--- src/rtl/controle_op_if.sv ---
// Control bundle between the sequencer and its datapath: request inputs and
// Moore-decoded register/ULA commands.
interface controle_op_if;
  logic       start;
  logic [1:0] opcode;
  logic [3:0] n;
  logic [1:0] tx;
  logic [1:0] ty;
  logic [1:0] tz;
  logic [1:0] tula;
  logic       busy;
  logic       done;
  logic [2:0] estado;

  modport master (
    output start, opcode, n,
    input  tx, ty, tz, tula, busy, done, estado
  );

  modport slave (
    input  start, opcode, n,
    output tx, ty, tz, tula, busy, done, estado
  );
endinterface

--- src/rtl/controle_op.sv ---
// Sequencer for an X/Y/Z register datapath with a small ULA: ADD/SUB take 5 cycles
// from the start edge to done, MUL/SHL take 4+n; start is ignored while busy.
module controle_op (
  input  logic          clock,
  input  logic          reset,
  controle_op_if.slave  bus
);

  localparam logic [1:0] CLEAR  = 2'd0;
  localparam logic [1:0] LOAD   = 2'd1;
  localparam logic [1:0] HOLD   = 2'd2;
  localparam logic [1:0] SHIFTL = 2'd3;

  localparam logic [1:0] ULA_ADD  = 2'd0;
  localparam logic [1:0] ULA_SUB  = 2'd1;
  localparam logic [1:0] ULA_PASS = 2'd2;

  localparam logic [1:0] OP_ADD = 2'd0;
  localparam logic [1:0] OP_SUB = 2'd1;
  localparam logic [1:0] OP_MUL = 2'd2;
  localparam logic [1:0] OP_SHL = 2'd3;

  typedef enum logic [2:0] {
    IDLE  = 3'd0,
    LDX   = 3'd1,
    LDY   = 3'd2,
    EXEC  = 3'd3,
    SHIFT = 3'd4,
    STORE = 3'd5,
    DONE  = 3'd6
  } state_t;

  typedef struct packed {
    logic [1:0] tx;
    logic [1:0] ty;
    logic [1:0] tz;
    logic [1:0] tula;
    logic       busy;
    logic       done;
  } ctrl_t;

  state_t     state;
  logic [1:0] op;
  logic [3:0] cnt;
  ctrl_t      ctrl;

  // Command decode for a state; outputs are registered from the state being
  // entered, so they always match the state register with no start->output path.
  function automatic ctrl_t decode(input state_t s, input logic [1:0] o);
    ctrl_t c;
    c.tx   = HOLD;
    c.ty   = HOLD;
    c.tz   = HOLD;
    c.tula = ULA_PASS;
    c.busy = 1'b1;
    c.done = 1'b0;
    case (s)
      IDLE: begin
        c.tula = ULA_ADD;
        c.busy = 1'b0;
      end
      LDX: begin
        c.tx = LOAD;
        c.ty = CLEAR;
      end
      LDY: begin
        c.ty = (o == OP_MUL) ? CLEAR : LOAD;
      end
      EXEC: begin
        c.ty   = LOAD;
        c.tula = (o == OP_SUB) ? ULA_SUB : ULA_ADD;
      end
      SHIFT: begin
        c.ty = SHIFTL;
      end
      STORE: begin
        c.tz = LOAD;
      end
      DONE: begin
        c.done = 1'b1;
      end
      default: begin
        c.tula = ULA_ADD;
        c.busy = 1'b0;
      end
    endcase
    return c;
  endfunction

  always_ff @(posedge clock) begin
    if (reset) begin
      state <= IDLE;
      op    <= OP_ADD;
      cnt   <= 4'd0;
      ctrl  <= decode(IDLE, OP_ADD);
    end else begin
      case (state)
        IDLE: begin
          if (bus.start) begin
            op    <= bus.opcode;
            cnt   <= bus.n;
            state <= LDX;
            ctrl  <= decode(LDX, bus.opcode);
          end else begin
            ctrl  <= decode(IDLE, op);
          end
        end

        LDX: begin
          state <= LDY;
          ctrl  <= decode(LDY, op);
        end

        LDY: begin
          if (op == OP_ADD || op == OP_SUB) begin
            state <= EXEC;
            ctrl  <= decode(EXEC, op);
          end else if (cnt == 4'd0) begin
            state <= STORE;
            ctrl  <= decode(STORE, op);
          end else if (op == OP_SHL) begin
            state <= SHIFT;
            ctrl  <= decode(SHIFT, op);
          end else begin
            state <= EXEC;
            ctrl  <= decode(EXEC, op);
          end
        end

        // MUL iterates here once per count; ADD/SUB pass through in one cycle.
        EXEC: begin
          if (op == OP_MUL && cnt != 4'd0) begin
            cnt <= cnt - 4'd1;
          end
          if (op == OP_MUL && cnt > 4'd1) begin
            state <= EXEC;
            ctrl  <= decode(EXEC, op);
          end else begin
            state <= STORE;
            ctrl  <= decode(STORE, op);
          end
        end

        SHIFT: begin
          if (cnt != 4'd0) begin
            cnt <= cnt - 4'd1;
          end
          if (cnt > 4'd1) begin
            state <= SHIFT;
            ctrl  <= decode(SHIFT, op);
          end else begin
            state <= STORE;
            ctrl  <= decode(STORE, op);
          end
        end

        STORE: begin
          state <= DONE;
          ctrl  <= decode(DONE, op);
        end

        DONE: begin
          state <= IDLE;
          ctrl  <= decode(IDLE, op);
        end

        default: begin
          state <= IDLE;
          ctrl  <= decode(IDLE, op);
        end
      endcase
    end
  end

  assign bus.tx     = ctrl.tx;
  assign bus.ty     = ctrl.ty;
  assign bus.tz     = ctrl.tz;
  assign bus.tula   = ctrl.tula;
  assign bus.busy   = ctrl.busy;
  assign bus.done   = ctrl.done;
  assign bus.estado = state;

endmodule

--- src/flat_wrapper.sv ---
// flat-port wrapper written by rule: the top's interface ports become plain ports
module controle_op_flat 
  (clock, reset, bus_start, bus_opcode, bus_n, bus_tx, bus_ty, bus_tz, bus_tula, bus_busy, bus_done, bus_estado);
  controle_op_if bus_i ();
  input  logic clock;
  input  logic reset;
  input wire logic [$bits(bus_i.start)-1:0] bus_start;
  input wire logic [$bits(bus_i.opcode)-1:0] bus_opcode;
  input wire logic [$bits(bus_i.n)-1:0] bus_n;
  output wire logic [$bits(bus_i.tx)-1:0] bus_tx;
  output wire logic [$bits(bus_i.ty)-1:0] bus_ty;
  output wire logic [$bits(bus_i.tz)-1:0] bus_tz;
  output wire logic [$bits(bus_i.tula)-1:0] bus_tula;
  output wire logic [$bits(bus_i.busy)-1:0] bus_busy;
  output wire logic [$bits(bus_i.done)-1:0] bus_done;
  output wire logic [$bits(bus_i.estado)-1:0] bus_estado;
  assign bus_i.start = bus_start;
  assign bus_i.opcode = bus_opcode;
  assign bus_i.n = bus_n;
  assign bus_tx = bus_i.tx;
  assign bus_ty = bus_i.ty;
  assign bus_tz = bus_i.tz;
  assign bus_tula = bus_i.tula;
  assign bus_busy = bus_i.busy;
  assign bus_done = bus_i.done;
  assign bus_estado = bus_i.estado;
  controle_op u_core (.clock(clock), .reset(reset), .bus(bus_i));
endmodule
--- config.mk ---
export PLATFORM = sky130hd
export DESIGN_NAME = controle_op_flat
export DESIGN_NICKNAME = d
export VERILOG_FILES = /design/src/rtl/controle_op_if.sv /design/src/rtl/controle_op.sv /design/src/flat_wrapper.sv
export SDC_FILE = /design/constraint.sdc
export NUM_CORES = 1
export LEC_CHECK = 0
export CORE_ASPECT_RATIO = 1.1
export CORE_MARGIN = 2
export CORE_UTILIZATION = 48
export DETAILED_ROUTE_END_ITERATION = 8
export PLACE_DENSITY = 0.77
export SLEW_MARGIN = 20
export SYNTH_ARGS = -nofsm -noshare
export SYNTH_HDL_FRONTEND = slang
export SYNTH_SLANG_ARGS = --single-unit
--- constraint.sdc ---
create_clock -name clock -period 1.7 [get_ports clock]
set_input_delay 0.17 -clock clock [delete_from_list [all_inputs] [get_ports clock]]
set_output_delay 0.17 -clock clock [all_outputs]
set_load 0.01 [all_outputs]
==> results of run 1 <==
==> synth_stat cells (2+ instances only) <==
library cell,number
dfxtp_1,19
nor2_1,13
a21oi_1,9
inv_1,6
o21ai_0,6
nand2_1,5
mux2i_1,4
a21o_1,3
clkbuf_1,3
ha_1,3
a211oi_1,2
and3_1,2
nand2b_1,2
nor2b_1,2
nor3_1,2
or3_1,2
==> stage by stage <==
stage / std cells / setup WS (ns) / hold slack, ns
final: 150 / 0.06893 / 0.4871
after global routing: 150 / -0.04700 / 0.4977
after CTS: 148 / 0.003354 / 0.4958
after detailed placement: 144 / -0.01078 / 0.5169
after global placement: 144 / 0.07801 / 0.5181
after floorplan: 105 / 0.1502 / 0.2416
==> power by group <==
group | switching (mW) | internal, mW
Sequential | 0.0330 | 0.483
Combinational | 0.162 | 0.178
Clock | 0.138 | 0.0914
Total | 0.334 | 0.752
==> worst paths after layout <==
check                                   start       endpoint  slack [ns]  cells after the start
worst max-delay path            u_core.cnt[0]  u_core.cnt[0]        0.07                      7
worst min-delay path            bus_opcode[1]   u_core.op[1]        0.49                      3
worst max register to register  u_core.cnt[0]  u_core.cnt[0]        0.07                      7
worst min register to register  u_core.cnt[1]  u_core.cnt[1]        0.53                      2
==> repair_timing <==
action / CTS / global route
pin swaps: 1 / 2
buffers inserted: 0 / 2
resized for setup: 1 / 13
cloned: 0 / 0
endpoints found under the setup margin: 4 / 10
==> sequential cells by signal, indices dropped and copies added (netlist names) <==
register	cells
u_core.cnt	4
u_core.bus.estado	3
u_core.bus.tula	2
u_core.bus.tx	2
u_core.bus.ty	2
u_core.bus.tz	2
u_core.op	2
u_core.bus.busy	1
u_core.bus.done	1
==> cells by family after synthesis <==
group           synth area share
buf+inv                  0.04858
mux                      0.04319
compound gates            0.2092
simple gates              0.2483
fa+ha+maj                0.04049
flops                     0.4103
==> worst max-delay path: stages (launching register included) <==
cell	delay [ns]
dfxtp_4	0.39
inv_1	0.06
ha_1	0.22
nor3b_4	0.17
buf_6	0.14
a2bb2oi_4	0.18
a211o_1	0.28
a21oi_1	0.12
==> cell type report <==
cell class | instances | area (um^2) | area share
multi-input combinational | 76 | 539.3 | 0.4297
tap | 18 | 22.52 | 0.01795
sequential | 19 | 385.4 | 0.3071
timing repair buffer | 27 | 259.0 | 0.2064
inverter | 6 | 22.52 | 0.01795
clock buffer | 4 | 26.28 | 0.02094
==> routing by layer <==
metal | global-route usage | part of all wire | vias up
met5 | 0 | 0 | -
met4 | 0.06190 | 0.015 | 0
met3 | 0.04396 | 0.058 | 4
met2 | 0.3264 | 0.51 | 40
met1 | 0.2040 | 0.41 | 403
li1 | - | - | 424
==> placed cells by master, fill, tap and decap left out, types with 3 or more instances in the layout <==
cell type	n
a21o_1	3
a21oi_1	7
buf_4	5
clkbuf_4	3
clkdlybuf4s50_1	21
dfxtp_1	17
ha_1	3
inv_1	5
mux2i_1	4
nand2_1	5
nor2_1	13
o21ai_0	3
o21ai_1	3
==> flow_metrics.py, run 1 <==
metrics = {
    "final_layout": {
        "fin_nets": 145,
        "final_core_util": 0.6965,
        "final_cell_area_mm2": 0.001255,
        "n_antenna_cell": 0,
        "syn2layout_area_growth_pct": 35.36,
        "drive_gt1_frac": 0.1515,
        "nFillCells": 148,
    },
    "clock_tree": {
        "htree_levels": 1,
        "cts_tree": "built",
        "cts_root_buffer": "clkbuf_4",
        "path_clk_slew_ns": 0.11,
        "cts_inserted_buffers": 3,
        "clock_path_buffers": 2,
        "cts.sinks": 19,
        "clkLatencyLatePin_ns": 0.29,
        "postCtsHoldBufs": 0,
    },
    "grt": {
        "grt_util_all_layers": 0.1841,
        "grt_pass1_vias": 781,
        "antenna_found_initial": 0,
        "overflow": 0,
        "grt_first_pass_wirelength_um": 3215,
        "grt_start_max_net_pins": 13,
    },
    "sta": {
        "period_needed_ns": 1.631,
        "period_share": 0.9595,
        "max_freq_ghz": 0.6131,
        "slew_headroom": 0.7694,
        "finalSetupViolations": 0,
        "worstMarginPinSlew_ns": 0.3438,
        "drv_slew": 0,
        "tns_ns": 0,
        "hold_violations": 0,
        "clock-skew-final_ns": 0.0004483,
    },
    "power": {
        "finalPower_mw": 1.085,
        "power.leakage_nw": 0.4961,
        "irDropWorstVdd_mv": 0.5147,
        "power_density_mw_per_mm2": 865.0,
    },
    "placed_design": {
        "place_area_mm2": 0.001167,
        "gp_congestion": 0.7855,
        "post-dp-hpwl_um": 1369,
        "io_buffers": 21,
    },
    "worst_setup_path": {
        "end_kind": "register",
        "crit_arrival_ns": 1.86,
        "critical_path_peak_fanout": 8,
        "crit_path_start_kind": "register",
        "critPathKind": "register to register",
        "worstPathRequired_ns": 1.93,
    },
    "yosys": {
        "synth_top_cell_area_share": 0.4103,
        "synthCells": 105,
        "yosysTopAreaCell": "dfxtp_1",
        "syn_avg_cell_area_um2": 8.830,
        "synth_seq_cells": 19,
        "synth_area_um2": 927.1,
        "ys_seq_area_frac": 0.4103,
        "synth_flop_cell": "dfxtp_1",
        "yosysWarnings": 0,
        "synth-edff-count": 0,
        "synth_area_leaders": "dfxtp_1, nor2_1, a21oi_1, mux2i_1, ha_1",
        "synth.net_count": 117,
        "async_flop_share": 0,
        "synth_cell_type_count": 38,
    },
    "floorplanning": {
        "die_area_mm2": 0.002300,
        "io_pins": 22,
        "initial_core_util": 0.5146,
        "die_h_um": 50.10,
        "rows": 16,
        "core_area_mm2": 0.001802,
        "die_x_um": 45.91,
    },
    "min_path": {
        "min_path_type": "input pin to register",
    },
    "route": {
        "routedWlPerCell_um": 13.69,
        "firstDrtPassIters": 4,
        "first_iter_violations": 46,
        "viasPerCell": 5.807,
        "final_antenna_net_count": 0,
        "vias": 871,
        "drc": 0,
        "wl_um": 2054,
    },
    "outcome": {
        "status": "finished, final reports clean",
    },
    "job": {
        "max_cap_violations": 0,
    },
}
Power figures use the tool's default switching activity.
==> run 2, diff against run 1 <==
PLACE_DENSITY = 0.81   (was 0.77)
==> flow_metrics.py, run 2 (synthesis results as in run 1) <==
metrics = {
    "worst_setup_path": {
        "crit_arrival_ns": 1.93,
        "critPathKind": "register to register",
        "crit_path_start_kind": "register",
        "worstPathRequired_ns": 1.90,
        "critical_path_peak_fanout": 6,
        "end_kind": "register",
    },
    "floorplanning": {
        "die_h_um": 50.10,
        "core_area_mm2": 0.001802,
        "die_area_mm2": 0.002300,
        "rows": 16,
        "initial_core_util": 0.5146,
        "die_x_um": 45.91,
        "io_pins": 22,
    },
    "final_layout": {
        "fin_cells": 151,
        "multi_input_area_um2": 538.0,
        "final_cell_mix": "clkdlybuf4s50_1, dfxtp_1, nor2_1",
        "n_antenna_cell": 0,
        "largest_reg_flops": 4,
        "final_common_cell": "clkdlybuf4s50_1",
        "top_register": "u_core.cnt",
        "syn2layout_area_growth_pct": 35.63,
        "fin_nets": 146,
        "drive_gt1_frac": 0.1504,
        "regArea_um2": 381.6,
        "nFillCells": 143,
    },
    "sta": {
        "max_freq_ghz": 0.5771,
        "slew_headroom": 0.7255,
        "worstMarginPinSlew_ns": 0.4074,
        "period_needed_ns": 1.733,
        "period_share": 1.019,
        "finalSetupViolations": 2,
        "hold_violations": 0,
        "setup_slack_ns": -0.03286,
        "clock-skew-final_ns": 0.002424,
        "drv_slew": 0,
        "rsz0062_at_grt": "true",
    },
    "placed_design": {
        "dp_slack_ns": -0.008972,
        "gp_congestion": 0.8196,
        "placed_cells_incl_taps": 145,
        "post-dp-hpwl_um": 1421,
        "io_buffers": 21,
    },
    "route": {
        "vias": 850,
        "drc": 0,
        "wl_um": 2016,
        "viasPerCell": 5.629,
        "firstDrtPassIters": 4,
        "final_antenna_net_count": 0,
        "routedWlPerCell_um": 13.35,
        "first_iter_violations": 21,
    },
    "min_path": {
        "min_path_type": "input pin to register",
    },
    "grt": {
        "grt_util_all_layers": 0.1816,
        "antenna_found_initial": 0,
        "grt_first_pass_wirelength_um": 3118,
        "grt_pass1_vias": 762,
        "overflow": 0,
        "grt_start_max_net_pins": 13,
    },
    "clock_tree": {
        "htree_levels": 1,
        "clock_path_buffers": 2,
        "postCtsHoldBufs": 0,
        "cts_tree": "built",
        "clkLatencyLatePin_ns": 0.29,
        "path_clk_slew_ns": 0.10,
        "cts.sinks": 19,
        "cts_root_buffer": "clkbuf_4",
        "cts_inserted_buffers": 3,
    },
    "job": {
        "max_cap_violations": 0,
    },
    "power": {
        "irDropWorstVdd_mv": 0.6212,
        "power_density_mw_per_mm2": 860.7,
        "power.leakage_nw": 0.4976,
    },
    "outcome": {
        "violations": "setup timing",
        "status": "finished with violations",
    },
}
==> run 2: report_power, final <==
part / leakage (nW) / internal (mW) / switching [mW] / total (mW)
logic: 0.326 / 0.180 / 0.160 / 0.340
clock network: 0.0150 / 0.0914 / 0.134 / 0.226
registers: 0.157 / 0.482 / 0.0348 / 0.517
total: 0.498 / 0.753 / 0.329 / 1.08
==> run 2: per-stage QoR <==
stage / TNS (ns) / hold slack [ns] / utilization / total power [mW] / cell area [um^2]
after floorplan: 0 / 0.2416 / - / 0.6975 / 927.1
after global placement: 0 / 0.5195 / 0.6521 / 0.8010 / 1175
after detailed placement: -0.008972 / 0.5164 / 0.6521 / 0.8093 / 1175
after CTS: 0 / 0.4909 / 0.6701 / 1.039 / 1207
after global routing: -0.1652 / 0.5018 / 0.6979 / 1.148 / 1257
final: -0.05172 / 0.4844 / 0.6979 / 1.082 / 1257
==> run 2: what timing repair did <==
item | in CTS | in global routing
pin swaps | 1 | 2
resized for setup | 1 | 9
buffers inserted | 0 | 2
setup endpoints to repair | 4 | 10
==> run 2: final timing paths <==
| path | start | end | slack, ns | cells past startpoint |
|---|---|---|---|---|
| worst max register to register | u_core.cnt[0] | u_core.bus.ty[1] | -0.03 | 7 |
| worst max-delay path | u_core.cnt[0] | u_core.bus.ty[1] | -0.03 | 7 |
| worst min-delay path | bus_opcode[0] | u_core.op[0] | 0.48 | 3 |
| worst min register to register | u_core.cnt[0] | u_core.cnt[0] | 0.52 | 2 |
==> run 2: area by class of cell <==
| type | count | share of cell area |
|---|---|---|
| Multi-Input combinational cell | 76 | 0.4279 |
| Sequential cell | 19 | 0.3035 |
| Timing Repair Buffer | 28 | 0.2119 |
| Clock buffer | 4 | 0.02090 |
| Inverter | 6 | 0.01791 |
| Tap cell | 18 | 0.01791 |
==> run 2: per-layer routing <==
metal,vias to the layer above,track usage,share of wire
li1,427,-,-
met1,381,0.2460,0.43
met2,36,0.2778,0.49
met3,6,0.03297,0.059
met4,0,0.07143,0.023
met5,-,0,0
==> run 2: critical path: stages (launching register included) <==
cell and delay [ns]:
dfxtp_2 0.38, inv_1 0.08, ha_2 0.20, nor3b_4 0.17, o21ai_0 0.36, o2bb2ai_1 0.17, a21oi_1 0.21, nand2_1 0.07
